### src/rtl/serial_add_ctrl.sv
// Bit-serial add sequencer that drives an external 1-bit full adder, LSB first.
// Optional signed-overflow output is enabled by defining SERIAL_ADD_OVF_EN.
module serial_add_ctrl #(
    parameter int WIDTH = 4
) (
    input  logic             clk,
    input  logic             rst_n,
    input  logic             start,
    input  logic [WIDTH-1:0] a,
    input  logic [WIDTH-1:0] b,
    input  logic             cin,
    output logic             busy,
    output logic             done,
    output logic [WIDTH-1:0] sum,
    output logic             cout,
`ifdef SERIAL_ADD_OVF_EN
    output logic             ovf,
`endif
    output logic             fa_x,
    output logic             fa_y,
    output logic             fa_cin,
    input  logic             fa_z,
    input  logic             fa_cout
);

    // state | meaning
    // IDLE  | waiting for start; adder inputs held at 0
    // RUN   | one operand bit per clock through the adder
    // DONE  | one-cycle done pulse, then back to IDLE
    typedef enum logic [1:0] {IDLE, RUN, DONE} state_t;

    localparam int CW = $clog2(WIDTH) + 1;

    state_t           state;
    logic [WIDTH-1:0] a_sh;
    logic [WIDTH-1:0] b_sh;
    logic [WIDTH-1:0] sum_next;
    logic             carry_q;
    logic [CW-1:0]    cnt;
    logic             last;
    logic             accept;

    assign last   = (cnt == CW'(WIDTH - 1));
    assign accept = (state == IDLE) && start;

    assign fa_x   = (state == RUN) && a_sh[0];
    assign fa_y   = (state == RUN) && b_sh[0];
    assign fa_cin = (state == RUN) && carry_q;

    // Only the upper WIDTH-1 bits of the result shifter need storage; the
    // newest bit comes straight from the adder on the final edge.
    generate
        if (WIDTH == 1) begin : g_w1
            assign sum_next = fa_z;
        end else begin : g_wn
            logic [WIDTH-2:0] sum_sh;

            always_ff @(posedge clk or negedge rst_n) begin
                if (!rst_n) begin
                    sum_sh <= '0;
                end else if (accept) begin
                    sum_sh <= '0;
                end else if (state == RUN) begin
                    sum_sh <= sum_next[WIDTH-1:1];
                end
            end

            assign sum_next = {fa_z, sum_sh};
        end
    endgenerate

    always_ff @(posedge clk or negedge rst_n) begin
        if (!rst_n) begin
            state   <= IDLE;
            busy    <= 1'b0;
            done    <= 1'b0;
            sum     <= '0;
            cout    <= 1'b0;
`ifdef SERIAL_ADD_OVF_EN
            ovf     <= 1'b0;
`endif
            a_sh    <= '0;
            b_sh    <= '0;
            carry_q <= 1'b0;
            cnt     <= '0;
        end else begin
            case (state)
                IDLE: begin
                    done <= 1'b0;
                    if (start) begin
                        state   <= RUN;
                        busy    <= 1'b1;
                        a_sh    <= a;
                        b_sh    <= b;
                        carry_q <= cin;
                        cnt     <= '0;
                    end
                end
                RUN: begin
                    a_sh    <= a_sh >> 1;
                    b_sh    <= b_sh >> 1;
                    carry_q <= fa_cout;
                    cnt     <= cnt + CW'(1);
                    if (last) begin
                        state <= DONE;
                        busy  <= 1'b0;
                        done  <= 1'b1;
                        sum   <= sum_next;
                        cout  <= fa_cout;
`ifdef SERIAL_ADD_OVF_EN
                        // carry into the MSB xor carry out of it
                        ovf   <= carry_q ^ fa_cout;
`endif
                    end
                end
                DONE: begin
                    done  <= 1'b0;
                    state <= IDLE;
                end
                default: begin
                    state <= IDLE;
                    busy  <= 1'b0;
                    done  <= 1'b0;
                end
            endcase
        end
    end

endmodule

### config.mk
export PLATFORM = sky130hd
export DESIGN_NAME = serial_add_ctrl
export DESIGN_NICKNAME = d
export VERILOG_FILES = /design/src/rtl/serial_add_ctrl.sv
export SDC_FILE = /design/constraint.sdc
export NUM_CORES = 1
export LEC_CHECK = 0
export ABC_CLOCK_PERIOD_IN_PS = 1300
export BUFFER_PORTS_ARGS = -buffer_cell sky130_fd_sc_hd__buf_2
export CORE_MARGIN = 3
export CORE_UTILIZATION = 30
export DETAILED_ROUTE_END_ITERATION = 12
export GPL_ROUTABILITY_DRIVEN = 0
export HOLD_SLACK_MARGIN = 0.15
export PLACE_DENSITY_LB_ADDON = 0.2
export SYNTH_ARGS = -nofsm -noshare
export SYNTH_HDL_FRONTEND = slang
export SYNTH_SLANG_ARGS = --single-unit
export TNS_END_PERCENT = 10
### constraint.sdc
create_clock -name clk -period 1.3 [get_ports clk]
set_input_delay 0.39 -clock clk [delete_from_list [all_inputs] [get_ports clk]]
set_output_delay 0.39 -clock clk [all_outputs]
set_load 0.05 [all_outputs]
# ---- Word level (Yosys, flattened, before mapping)
# Cells that the tools add are included.
dict set report word_totals {
  wordCells 46
  output_inout_bits 10
  inputBits 14
  regBits 24
}
dict set report classes {
  n_eq_ne 5
  n_addsub 1
  n_bitwise 1
  mux 18
  n_reduce_logical 11
}
# cell count
set op_table {}
lappend op_table {{4-bit case mux with 2 select lines} 2}
lappend op_table {{3-bit 2-to-1 mux} 3}
lappend op_table {{4-bit 2-to-1 mux} 2}
lappend op_table {{3-bit case mux with 2 select lines} 1}
lappend op_table {{2-bit AND reduction} 3}
lappend op_table {{1-bit 2-to-1 mux} 5}
lappend op_table {{1-bit logical AND} 4}
lappend op_table {{2-bit 2-to-1 mux} 2}
lappend op_table {{2-bit != test, second input constant} 2}
lappend op_table {{2-bit case mux with 2 select lines} 1}
lappend op_table {{2-bit nonzero test} 2}
lappend op_table {{3-bit by 1-bit adder with 3-bit output, second input constant} 1}
lappend op_table {{3-bit by 2-bit == test with 1-bit output, second input constant} 1}
lappend op_table {{1-bit case mux with 3 select lines} 1}
lappend op_table {{3-bit AND reduction} 1}
lappend op_table {{2-bit by 1-bit == test with 1-bit output, second input constant} 1}
lappend op_table {{2-bit == test, second input constant} 1}
lappend op_table {{2-bit logical NOT} 1}
lappend op_table {{1-bit case mux with 2 select lines} 1}
lappend op_table {{1-bit NOT} 1}

# ---- Depth between registers and ports, before layout
dict set report logic_depth {
  depth_word 3
  depth_mapped 5
  mapped_depth_nobuf 4
}

# ---- Worst setup path after synthesis
# OpenSTA, ideal clock, no wires.
dict set report synth_timing {
  path_type {reg2out}
  start {register state[1]}
  end {output port fa_cin}
  stages_incl_launch_ff 5
  required_time_ps 910
  path_slack_ps -212
  path_buffers 2
  t_arrival_ps 1122
  path_cell_list {dfrtp_1 -> buf_6 -> nor2b_4 -> buf_6 -> and2_1}
}
dict set report synth_via {
  elab_chain_len 2
}
# element line_no
set synth_lines {}
lappend synth_lines {{from (decl)} 34} ;# state_t state;
lappend synth_lines {{from (signal assigned)} 74} ;# state <= IDLE;
lappend synth_lines {{from (signal assigned)} 91} ;# state <= RUN;
lappend synth_lines {{from (signal assigned)} 105} ;# state <= DONE;
lappend synth_lines {{2-bit by 1-bit == test with 1-bit output} 48} ;# assign fa_cin = (state == RUN) && carry_q;
lappend synth_lines {{1-bit logical AND} 48}
lappend synth_lines {{to (decl)} 21} ;# output logic fa_cin,
# Every way passes these cells.

# ---- Worst setup path in the final report
# Same ends and word-level chain as after synthesis.

==> out/metrics.yaml <==
status:
  outcome: "finished, violations left"
  violations: "negative setup slack"
yosys:
  async_flop_share_pct: 100.0
  syn-num-nets: 106
  synth.most_common_cell: "dfrtp_1"
  synthCells: 90
  yosys_warnings: 0
  synthFlopType: "dfrtp_1"
  netlist_top_cells_area: "dfrtp_1, mux2_4, nor2_1"
  yosys.area.top_type: "dfrtp_1"
  netlist_area_sq_um: 1077
  synth.distinct_cells: 23
  synth-edff-count: 0
  synthTopCellsByCount: "dfrtp_1, nor2_1, a22o_1"
  synth_top_area_share_pct: 55.75
  synth-seq-cells: 24
  ys_seq_area_share_pct: 55.75
  syn_avg_cell_area_sq_um: 11.97
sta:
  finalHoldViolCount: 0
  timing.final.ws_setup_ns: -0.2950
  period_needed_ns: 1.595
  fin_crit_sh_pct: 122.7
  whs_ns: 0.2808
  tightestPinTransition_ns: 0.5404
  slew_viol_final: 0
  relSlewSlack_pct: 63.98
  grt_setup_unrepaired: "true"
  report.final.setup_viol: 8
  max_freq_ghz: 0.6270
  skew_ns: 0.005724
setup_path:
  end_kind: "output port"
  cp_max_fo: 4
  critPathArrivalTime_ns: 1.21
  r2r_start: "state[1]"
  worst-setup-path-type: "reg -> out"
  crit_chain: "nor2b_4 -> and2_4 -> buf_8"
  crit_family: "flip-flops"
  cp_slowest_cell: "dfrtp_1"
  r2r_slack_ns: -0.02
  critPathRequiredTime_ns: 0.91
  rr_endpoint: "sum[3]"
  slowest_delay_ns: 0.43
  worstRegToRegCells: 5
  worst-path-buf-inv: 1
  startpoint_type: "flip-flop"
detailed_routing:
  viasPerCell: 4.679
  wirelength_mm: 2.207
  vias: 786
  ant_nets: 0
  route.detailed.drc: 0
  initialDrtViolationCount: 21
  wire_per_inst_um: 13.14
  first_pass_iters: 4
place:
  hpwl_mm: 1.530
  place_ws_ns: -0.05632
  portBuffers: 23
clock_network:
  cts_buffer_depth: 2
  cts_buffers: 3
  cts_tree: "yes"
  cts.sinks: 24
  clkTransAtPathRegs_ns: 0.13
  htree_levels: 1
  clock-root-buffer: "clkbuf_4"
  clock_latency_ns: 0.32
power:
  vdd.ir_drop.worst_v: 0.0007005
  power_frac_comb_pct: 60.2
  power_density_nw_per_um2: 2902
  p_leak_uw: 0.0007078
  power_frac_clock_pct: 9.3
  power_switching_uw: 1761
  power.internal_uw: 2479
  pwr-share-seq_pct: 30.5
  swShare_pct: 41.53
worst_hold_path:
  min_path_cells: 2
  min_from: "b[3]"
  hold_end: "b_sh[3]"
  min_path_type: "in -> reg"
run:
  drv_cap: 0
global_route:
  track_usage_pct: 10.93
  grt_first_pass_wirelength_mm: 3.608
  gr-total-overflow: 0
  grt_pass1_vias: 755
  antenna_found_initial: 0
  grt_max_degree: 25
finish:
  drive_gt1_share_pct: 44.26
  syn2layout_area_growth_pct: 35.66
  nets: 139
  postLayoutCoreUtil_pct: 43.12
  num_antenna_cells: 0
floorplan:
  io_pins: 24
  core_sq_um: 3390
  start_util_pct: 31.78
  row_count: 21
  die-area_sq_um: 4346
  fp.dieH_um: 65.93
  die_x_um: 65.93
cell families (layout without fill, tap and decap cells):
group           count (synthesis)  count (layout)  share of synthesized area (%)
buf+inv                         9              41                          6.387
mux                             5               5                          6.968
fa+ha+maj                       2               2                          2.323
compound gates                 20              20                          14.75
flops                          24              24                          55.75
simple gates                   30              30                          13.82
worst max path at each step:
| stage | from | endpoint | slack, ns | cells past startpoint |
|---|---|---|---|---|
| after floorplan | state[1] | fa_cin | -0.02 | 4 |
| after global placement | state[1] | fa_cin | -0.03 | 3 |
| after detailed placement | state[1] | fa_x | -0.06 | 3 |
| after CTS | state[1] | fa_x | -0.32 | 3 |
| after global routing | state[1] | fa_cin | -0.38 | 3 |
| final | state[1] | fa_cin | -0.30 | 3 |
metal layers:
metal	wire [um]	vias up	GRT usage [%]
met2	1173	14	16.65
li1	-	377	-
met5	0	-	0
met3	90	2	1.871
met4	24	0	5.440
met1	919	393	14.83
cells in the final DEF (no fill, tap or decap), types with 3 or more instances in the layout:
cell type / instances
dfrtp_1: 24
nor2_1: 17
buf_2: 13
buf_4: 9
buf_6: 7
a22o_1: 6
mux2_4: 5
nor3_1: 5
a211oi_1: 5
buf_8: 4
inv_1: 3
and2_4: 3
clkbuf_4: 3
registers in the layout, summed over array words and instances (netlist names):
| signal | flops |
|---|---|
| a_sh | 4 |
| b_sh | 4 |
| sum | 4 |
| cnt | 3 |
| g_wn.sum_sh | 3 |
| state | 2 |
| busy | 1 |
| carry_q | 1 |
| cout | 1 |
| done | 1 |
what timing repair did:
item	in CTS	in global routing
gates resized for setup	29	5
gates cloned	0	0
endpoints found under the hold margin	24	0
setup buffers	1	0
hold buffers	1	0
endpoints found under the setup margin	19	23
pin swaps	3	3
cell type report:
| cell class | instances | area, sq um |
|---|---|---|
| Timing Repair Buffer | 34 | 281.5 |
| Tap cell | 46 | 57.56 |
| Clock buffer | 4 | 36.28 |
| Inverter | 3 | 11.26 |
| Fill cell | 343 | 1928 |
| Multi-Input combinational cell | 57 | 474.2 |
| Sequential cell | 24 | 600.6 |
worst register-to-register path, delay by kind of cell (launching register included):
| family | cells | cell delay, ns |
|---|---|---|
| buffers and inverters | 2 | 0.25 |
| flip-flops | 1 | 0.43 |
| AND/OR/NAND/NOR | 2 | 0.23 |
| multiplexers | 1 | 0.30 |
metrics by stage:
| stage | area [sq um] | power (uW) | std cells | TNS (ns) |
|---|---|---|---|---|
| floorplan | 1087 | 2917 | 90 | -0.05255 |
| global placement | 1270 | 3318 | 162 | -0.1495 |
| global route | 1461 | 4506 | 168 | -1.734 |
| finish | 1461 | 4241 | 168 | -0.9593 |
| detailed placement | 1270 | 3371 | 162 | -0.2775 |
| CTS | 1433 | 4197 | 168 | -1.066 |
power by group through the flow:
stage	logic (uW)	registers, uW	clock network (uW)
2_1_floorplan	1320	1600	0
3_3_place_gp	2040	1280	0
3_5_place_dp	2080	1290	0
4_1_cts	2490	1300	410
5_1_grt	2730	1330	445
6_report	2550	1290	396
No activity file was read; power rests on OpenSTA's default activity.
